<file path="config.mk">
export PLATFORM = sky130hd
export DESIGN_NAME = exec_branch_unit
export DESIGN_NICKNAME = d
export VERILOG_FILES = /design/src/rtl/exu_pkg.sv /design/src/rtl/exu_alu.sv /design/src/rtl/exec_branch_unit.sv
export SDC_FILE = /design/constraint.sdc
export NUM_CORES = 1
export LEC_CHECK = 0
export ABC_AREA = 1
export BUFFER_PORTS_ARGS = -buffer_cell sky130_fd_sc_hd__buf_2
export CORE_MARGIN = 2
export CORE_UTILIZATION = 60
export CTS_CLUSTER_SIZE = 12
export DETAILED_ROUTE_END_ITERATION = 7
export PLACE_DENSITY = 0.88
export SYNTH_ARGS = -nofsm -noshare
export SYNTH_HDL_FRONTEND = slang
export SYNTH_SLANG_ARGS = --single-unit
</file>
<file path="constraint.sdc">
create_clock -name clk -period 3.4 [get_ports clk]
set_input_delay 0.34 -clock clk [delete_from_list [all_inputs] [get_ports clk]]
set_output_delay 0.34 -clock clk [all_outputs]
set_load 0.01 [all_outputs]
</file>
<file path="src/rtl/exu_pkg.sv">
// EX-stage shared codes: ALU control, R-type funct, branch types.
package exu_pkg;

  localparam logic [4:0] ALU_ADD  = 5'd0;
  localparam logic [4:0] ALU_ADDU = 5'd1;
  localparam logic [4:0] ALU_SUB  = 5'd2;
  localparam logic [4:0] ALU_SUBU = 5'd3;
  localparam logic [4:0] ALU_AND  = 5'd4;
  localparam logic [4:0] ALU_OR   = 5'd5;
  localparam logic [4:0] ALU_XOR  = 5'd6;
  localparam logic [4:0] ALU_NOR  = 5'd7;
  localparam logic [4:0] ALU_SLT  = 5'd8;
  localparam logic [4:0] ALU_SLTU = 5'd9;
  localparam logic [4:0] ALU_SLL  = 5'd10;
  localparam logic [4:0] ALU_SRL  = 5'd11;
  localparam logic [4:0] ALU_SRA  = 5'd12;
  localparam logic [4:0] ALU_LUI  = 5'd13;

  localparam logic [4:0] OP_RTYPE = 5'h1F;

  localparam logic [5:0] FN_SLL  = 6'h00;
  localparam logic [5:0] FN_SRL  = 6'h02;
  localparam logic [5:0] FN_SRA  = 6'h03;
  localparam logic [5:0] FN_SLLV = 6'h04;
  localparam logic [5:0] FN_SRLV = 6'h06;
  localparam logic [5:0] FN_SRAV = 6'h07;
  localparam logic [5:0] FN_ADD  = 6'h20;
  localparam logic [5:0] FN_ADDU = 6'h21;
  localparam logic [5:0] FN_SUB  = 6'h22;
  localparam logic [5:0] FN_SUBU = 6'h23;
  localparam logic [5:0] FN_AND  = 6'h24;
  localparam logic [5:0] FN_OR   = 6'h25;
  localparam logic [5:0] FN_XOR  = 6'h26;
  localparam logic [5:0] FN_NOR  = 6'h27;
  localparam logic [5:0] FN_SLT  = 6'h2A;
  localparam logic [5:0] FN_SLTU = 6'h2B;

  localparam logic [2:0] BR_NONE = 3'd0;
  localparam logic [2:0] BR_BEQ  = 3'd1;
  localparam logic [2:0] BR_BNE  = 3'd2;
  localparam logic [2:0] BR_BLTZ = 3'd3;
  localparam logic [2:0] BR_BGEZ = 3'd4;
  localparam logic [2:0] BR_JUMP = 3'd5;

endpackage

</file>
<file path="src/rtl/exu_alu.sv">
// Combinational 32-bit ALU for the EX stage.
// Signed overflow on ADD/SUB only when EXU_OVERFLOW_EN is defined.
module exu_alu
  import exu_pkg::*;
#(
  parameter int DW = 32
) (
  input  logic [4:0]    ctrl,
  input  logic [DW-1:0] a,
  input  logic [DW-1:0] b,
  output logic [DW-1:0] result,
  output logic          zero,
  output logic          ovf
);

  logic [DW-1:0] sum;
  logic [DW-1:0] diff;
  logic [4:0]    sh;

  assign sum  = a + b;
  assign diff = a - b;
  assign sh   = a[4:0];

  always_comb begin
    result = '0;
    unique case (ctrl)
      ALU_ADD, ALU_ADDU: result = sum;
      ALU_SUB, ALU_SUBU: result = diff;
      ALU_AND:  result = a & b;
      ALU_OR:   result = a | b;
      ALU_XOR:  result = a ^ b;
      ALU_NOR:  result = ~(a | b);
      ALU_SLT:
        result = {{(DW-1){1'b0}}, $signed(a) < $signed(b)};
      ALU_SLTU:
        result = {{(DW-1){1'b0}}, a < b};
      ALU_SLL:  result = b << sh;
      ALU_SRL:  result = b >> sh;
      ALU_SRA:  result = $signed(b) >>> sh;
      ALU_LUI:  result = b << 16;
      default:  result = '0;
    endcase
  end

  assign zero = (result == '0);

`ifdef EXU_OVERFLOW_EN
  logic add_ovf;
  logic sub_ovf;

  // sign of result disagrees with the operands' common sign
  assign add_ovf = (a[DW-1] == b[DW-1]) &&
                   (sum[DW-1] != a[DW-1]);
  assign sub_ovf = (a[DW-1] != b[DW-1]) &&
                   (diff[DW-1] != a[DW-1]);
  assign ovf = ((ctrl == ALU_ADD) && add_ovf) ||
               ((ctrl == ALU_SUB) && sub_ovf);
`else
  assign ovf = 1'b0;
`endif

endmodule

</file>
<file path="src/rtl/exec_branch_unit.sv">
// EX-stage execute: ALU-control decode, ALU, EX/MEM register, branch resolve.
// Optional signed-overflow detection via EXU_OVERFLOW_EN.
module exec_branch_unit
  import exu_pkg::*;
#(
  parameter int DW = 32
) (
  input  logic          clk,
  input  logic          rst,
  input  logic [4:0]    alu_op,
  input  logic [5:0]    funct,
  input  logic [DW-1:0] src_a,
  input  logic [DW-1:0] src_b,
  input  logic [2:0]    br_type_in,
  input  logic          flush,
  output logic [4:0]    alu_ctrl,
  output logic [DW-1:0] result,
  output logic          zero,
  output logic          ovf,
  output logic [DW-1:0] mem_result,
  output logic          mem_zero,
  output logic [2:0]    mem_br_type,
  output logic          pc_src
);

  always_comb begin
    alu_ctrl = alu_op;
    if (alu_op == OP_RTYPE) begin
      unique case (funct)
        FN_ADD:           alu_ctrl = ALU_ADD;
        FN_ADDU:          alu_ctrl = ALU_ADDU;
        FN_SUB:           alu_ctrl = ALU_SUB;
        FN_SUBU:          alu_ctrl = ALU_SUBU;
        FN_AND:           alu_ctrl = ALU_AND;
        FN_OR:            alu_ctrl = ALU_OR;
        FN_XOR:           alu_ctrl = ALU_XOR;
        FN_NOR:           alu_ctrl = ALU_NOR;
        FN_SLT:           alu_ctrl = ALU_SLT;
        FN_SLTU:          alu_ctrl = ALU_SLTU;
        FN_SLL, FN_SLLV:  alu_ctrl = ALU_SLL;
        FN_SRL, FN_SRLV:  alu_ctrl = ALU_SRL;
        FN_SRA, FN_SRAV:  alu_ctrl = ALU_SRA;
        // jr and friends still need a harmless pass-through
        default:          alu_ctrl = ALU_ADDU;
      endcase
    end
  end

  exu_alu #(
    .DW(DW)
  ) u_alu (
    .ctrl   (alu_ctrl),
    .a      (src_a),
    .b      (src_b),
    .result (result),
    .zero   (zero),
    .ovf    (ovf)
  );

  always_ff @(posedge clk or posedge rst) begin
    if (rst) begin
      mem_result  <= '0;
      mem_zero    <= 1'b0;
      mem_br_type <= BR_NONE;
    end else if (flush) begin
      mem_result  <= '0;
      mem_zero    <= 1'b0;
      mem_br_type <= BR_NONE;
    end else begin
      mem_result  <= result;
      mem_zero    <= zero;
      mem_br_type <= br_type_in;
    end
  end

  always_comb begin
    pc_src = 1'b0;
    unique case (mem_br_type)
      BR_BEQ:  pc_src = mem_zero;
      BR_BNE:  pc_src = ~mem_zero;
      BR_BLTZ: pc_src = mem_result[0];
      BR_BGEZ: pc_src = ~mem_result[0];
      BR_JUMP: pc_src = 1'b1;
      default: pc_src = 1'b0;
    endcase
  end

endmodule

</file>
==> run metrics, run 1 <==
status stopped before the end; Stopped at 5_1_grt; First Error [ERROR GRT-0116] Global routing finished with congestion. Check the congestion regions in the DRC Viewer.; initial core utilization 0.614; first-pass GRT wire length 114 mm; GRT Overall Usage 0.664; num ports 157; Buffers on Ports 155; num rows 53; Syn. warnings 0; htree depth 2; Area after DPL 16500 µm²; grt ovf 2; Synth top area share 0.286; Root Driver clkbuf_16; Primary FF master, synth dfrtp_1; synth unique cells 37; Num CTS Buffers 5; count leader, synth nand2_1; hold_buf cts 0; Die Y 151 µm; Post-Syn Instances 2682; #FFs+latches synth 36; async set or reset register ratio after synthesis 1.00; DP HPWL 55.6 mm; clock sinks 36; gpl congestion 1.22; top cells by count, synth nand2_1, nand3_1, inv_1, nor2_1, ha_1; die width 151 µm; Seq/Total Area, Yosys 0.0694; top post-synthesis cells by area nand2_1, nand3_1, inv_1; average size of a mapped cell 4.84 µm²; clock buffer depth 2; pin count of the biggest net entering global routing 64; EDFF count, synth 0; vias in the first global route 20218; Yosys top cell by area nand2_1; Mapped Area 13000 µm²; nets in the synthesized netlist 2865
==> stage by stage <==
step | hold WS, ps | utilization | setup WS, ps | std cells
floorplan | 441 | - | 141 | 2682
global placement | 454 | 0.782 | -370 | 3377
detailed placement | 477 | 0.782 | -402 | 3377
CTS | 191 | 0.802 | 5.45 | 3392
==> per-layer routing <==
layer | GRT overflow | global-route usage
met4 | 0 | 0.548
met2 | 1 | 0.836
met5 | 0 | 0.136
met1 | 0 | 0.720
met3 | 1 | 0.487
==> cell families after synthesis <==
| logic type | Yosys count | synth area share |
|---|---|---|
| AO/OA/AOI/OAI | 127 | 0.0531 |
| XOR/XNOR | 12 | 0.00810 |
| adder cells (fa/ha/maj) | 102 | 0.0995 |
| buffers and inverters | 524 | 0.159 |
| flip-flops | 36 | 0.0694 |
| other | 1 | 0.000289 |
| AND/OR/NAND/NOR | 1880 | 0.610 |
==> what timing repair did <==
action | in CTS
pin swaps | 12
gates resized for setup | 56
endpoints found under the setup margin | 6
buffers inserted | 7
==> run 2, diff against run 1 <==
CORE_UTILIZATION = 40   (was 60)
CTS_CLUSTER_SIZE = unset   (was 12)
PLACE_DENSITY = unset   (was 0.88)
PLACE_DENSITY_LB_ADDON = 0.15   (was unset)
==> run 2 against run 1 <==
Against the previous run:
- the flow now finishes without violations
- synthesized cell count is the same
- area after synthesis is the same
==> run metrics, run 2 <==
Final Max Slew Viols 0; top cells by count, synth nand2_1, nand3_1, inv_1, nor2_1, ha_1 (unchanged); synthesis-to-finish area growth 45.2%; Critical Path, Cell by Cell buf_2 > nand2_1 > nor2_2 > nand2_1 > buf_4 > o21ai_1 > nor2_1 > nand2_1 > buf_12 > buf_12 > nor2_1 > nor2_1 > nand3_1 > nor2_2 > nand2_2 > nor2_4 > nand2_2 > nor2_4 > nand2_2 > inv_2 > buf_6; initial antenna violation count 1; DR pass1 iterations 6; setup ws final 39.6 ps; htree depth 2 (unchanged); Post-Syn Instances 2682 (unchanged); core area 31700 µm²; crit-path max cell delay 250 ps; Reg with most FFs mem_result; max reg flops 32; CTS tree done; async set or reset register ratio after synthesis 1.00 (unchanged); Critical Path RT 3060 ps; commonest non-fill, non-tap cell in the layout nand2_1; Area after DPL 17400 µm² (was 16500 µm²); drt via density 5.52; Worst Hold Class in2async; simple-gate share of the synthesized area 0.610 (unchanged); share of layout cells above drive strength 1 0.282; WL/cell 20.2 µm; nets in the synthesized netlist 2865 (unchanged); post-synthesis mux area share 0 (unchanged); most frequent cells in the layout nand2_1, nand3_1, buf_4, inv_1, nor2_1; Num CTS Buffers 5 (unchanged); nets 3404; critical path data arrival time 3020 ps; Yosys top cell by area nand2_1 (unchanged); Core Util, Final 0.594; Mapped Area 13000 µm² (unchanged); die width 184 µm (was 151 µm); period utilization 0.988; dpl cells 3587 (was 3377); final hold vios 0; Seq/Total Area, Yosys 0.0694 (unchanged); vias in the first global route 18019; Worst slew margin 0.433; Iter 0 DRT Violations 2639; DRC 0; Crit Path Category in2out; first-pass GRT wire length 106 mm; crit path from alu_op[2]; count leader, synth nand2_1 (unchanged); gpl congestion 1.10 (was 1.22); largest family of logic cells by synthesized area simple AND/OR/NAND/NOR gates (unchanged); FF/Latch Area 901 µm²; average size of a mapped cell 4.84 µm² (unchanged); antenna viol nets, final 0; Buffers on Ports 155 (unchanged); clock sinks 36 (unchanged); compound-gate portion of the synthesized area 0.0531 (unchanged); CP max-delay cell o21ai_1; CP endpoint kind primary output; LEAKAGE 0.0113 µW; top post-synthesis cells by area nand2_1, nand3_1, inv_1 (unchanged); min Tclk post-route 3360 ps; Die ar. 33900 µm²; final instance area 18800 µm²; Power, Total 3940 µW; Syn. warnings 0 (unchanged); via count 20023; Synth top area share 0.286 (unchanged); Pwr Density 209 nW/µm²; pin count of the biggest net entering global routing 73; actual slew at the worst max-slew pin 851 ps; XOR/XNOR Fraction of Synth Area 0.00810 (unchanged); Setup WS pre-CTS -503 ps (was -402 ps); Worst Path Max Fanout 8; final setup vio count 0; EDFF count, synth 0 (unchanged); synth unique cells 37 (unchanged); total routed wirelength 73.3 mm; status finished, final reports clean (was stopped before the end); clock buffer depth 2 (unchanged); #FFs+latches synth 36 (unchanged); Die Y 184 µm (was 151 µm); num rows 65 (was 53); num ports 157 (unchanged); Root Driver clkbuf_16 (unchanged); adder-cell share of the synthesized area 0.0995 (unchanged); area of the multi-input gates 11000 µm²; Worst Setup EP zero; DP HPWL 60.2 mm (was 55.6 mm); grt ovf 0; reported max-cap violation count 0; initial core utilization 0.409 (was 0.614); GRT Overall Usage 0.418; Finished Layout Cells 3625; f_max 0.298 GHz; largest registers mem_result x32, mem_br_type x3, mem_zero x1; Primary FF master, synth dfrtp_1 (unchanged); clock slew at reported path FFs 60 ps; fillers 3378; IR drop worst, VDD 216 µV; crit start category primary input
[run 2: repair_timing]
action | in CTS | in global routing
setup buffers | 4 | 24
hold buffers | 0 | 0
endpoints found under the setup margin | 2 | 3
gates cloned | 0 | 1
gates resized for setup | 60 | 229
pin swaps | 6 | 57
[run 2: through the flow]
step | TNS, ps | hold slack (ps)
2_1_floorplan | 0 | 441
3_3_place_gp | -567 | 453
3_5_place_dp | -729 | 457
4_1_cts | 0 | 161
5_1_grt | -99.5 | 209
6_report | 0 | 158
[run 2: area by class of cell]
cell class,instances,share of cell area
Timing Repair Buffer,653,0.254
Antenna cell,1,0.000133
Tap cell,402,0.0267
Inverter,403,0.0809
Clock buffer,5,0.00664
Sequential cell,36,0.0478
Clock inverter,3,0.000996
Multi-Input combinational cell,2122,0.582
[run 2: power breakdown]
group | total, µW | leakage, µW | internal [µW] | switching [µW]
sequential | 463 | 0.000489 | 456 | 7.19
combinational | 3040 | 0.0107 | 1200 | 1850
clock | 436 | 0.0000736 | 269 | 167
total | 3940 | 0.0113 | 1920 | 2020
[run 2: layer usage]
metal / vias up / GRT usage / routed length [µm]
met5: - / 0 / 11
met4: 2 / 0.222 / 4420
met3: 225 / 0.0907 / 9570
met2: 1434 / 0.616 / 29700
met1: 8936 / 0.566 / 29600
li1: 9426 / - / -
[run 2: logic make-up (layout without fill, tap and decap cells)]
logic type / count (synthesis) / in the layout
compound gates: 127 / 127
xor+xnor: 12 / 12
fa+ha+maj: 102 / 102
buf+inv: 524 / 1064
flops: 36 / 36
other cells: 1 / 2
simple gates: 1880 / 1880
[run 2: worst max-delay path: cells and delay by family]
kind,cells,cell delay [ps]
and+or+nand+nor,14,1740
AOI/OAI and AO/OA,1,250
buffers and inverters,6,670
[run 2: how the worst min path moves through the flow]
stage	startpoint	end	slack, ps	depth (start not counted)
after floorplan	br_type_in[0]	mem_br_type[0]	440	2
after detailed placement	rst	mem_result[17]	460	3
after CTS	rst	mem_result[3]	160	3
after global placement	rst	mem_result[18]	450	3
after global routing	rst	mem_result[3]	210	3
final	rst	mem_result[3]	160	3
(Power assumes the default switching activity.)
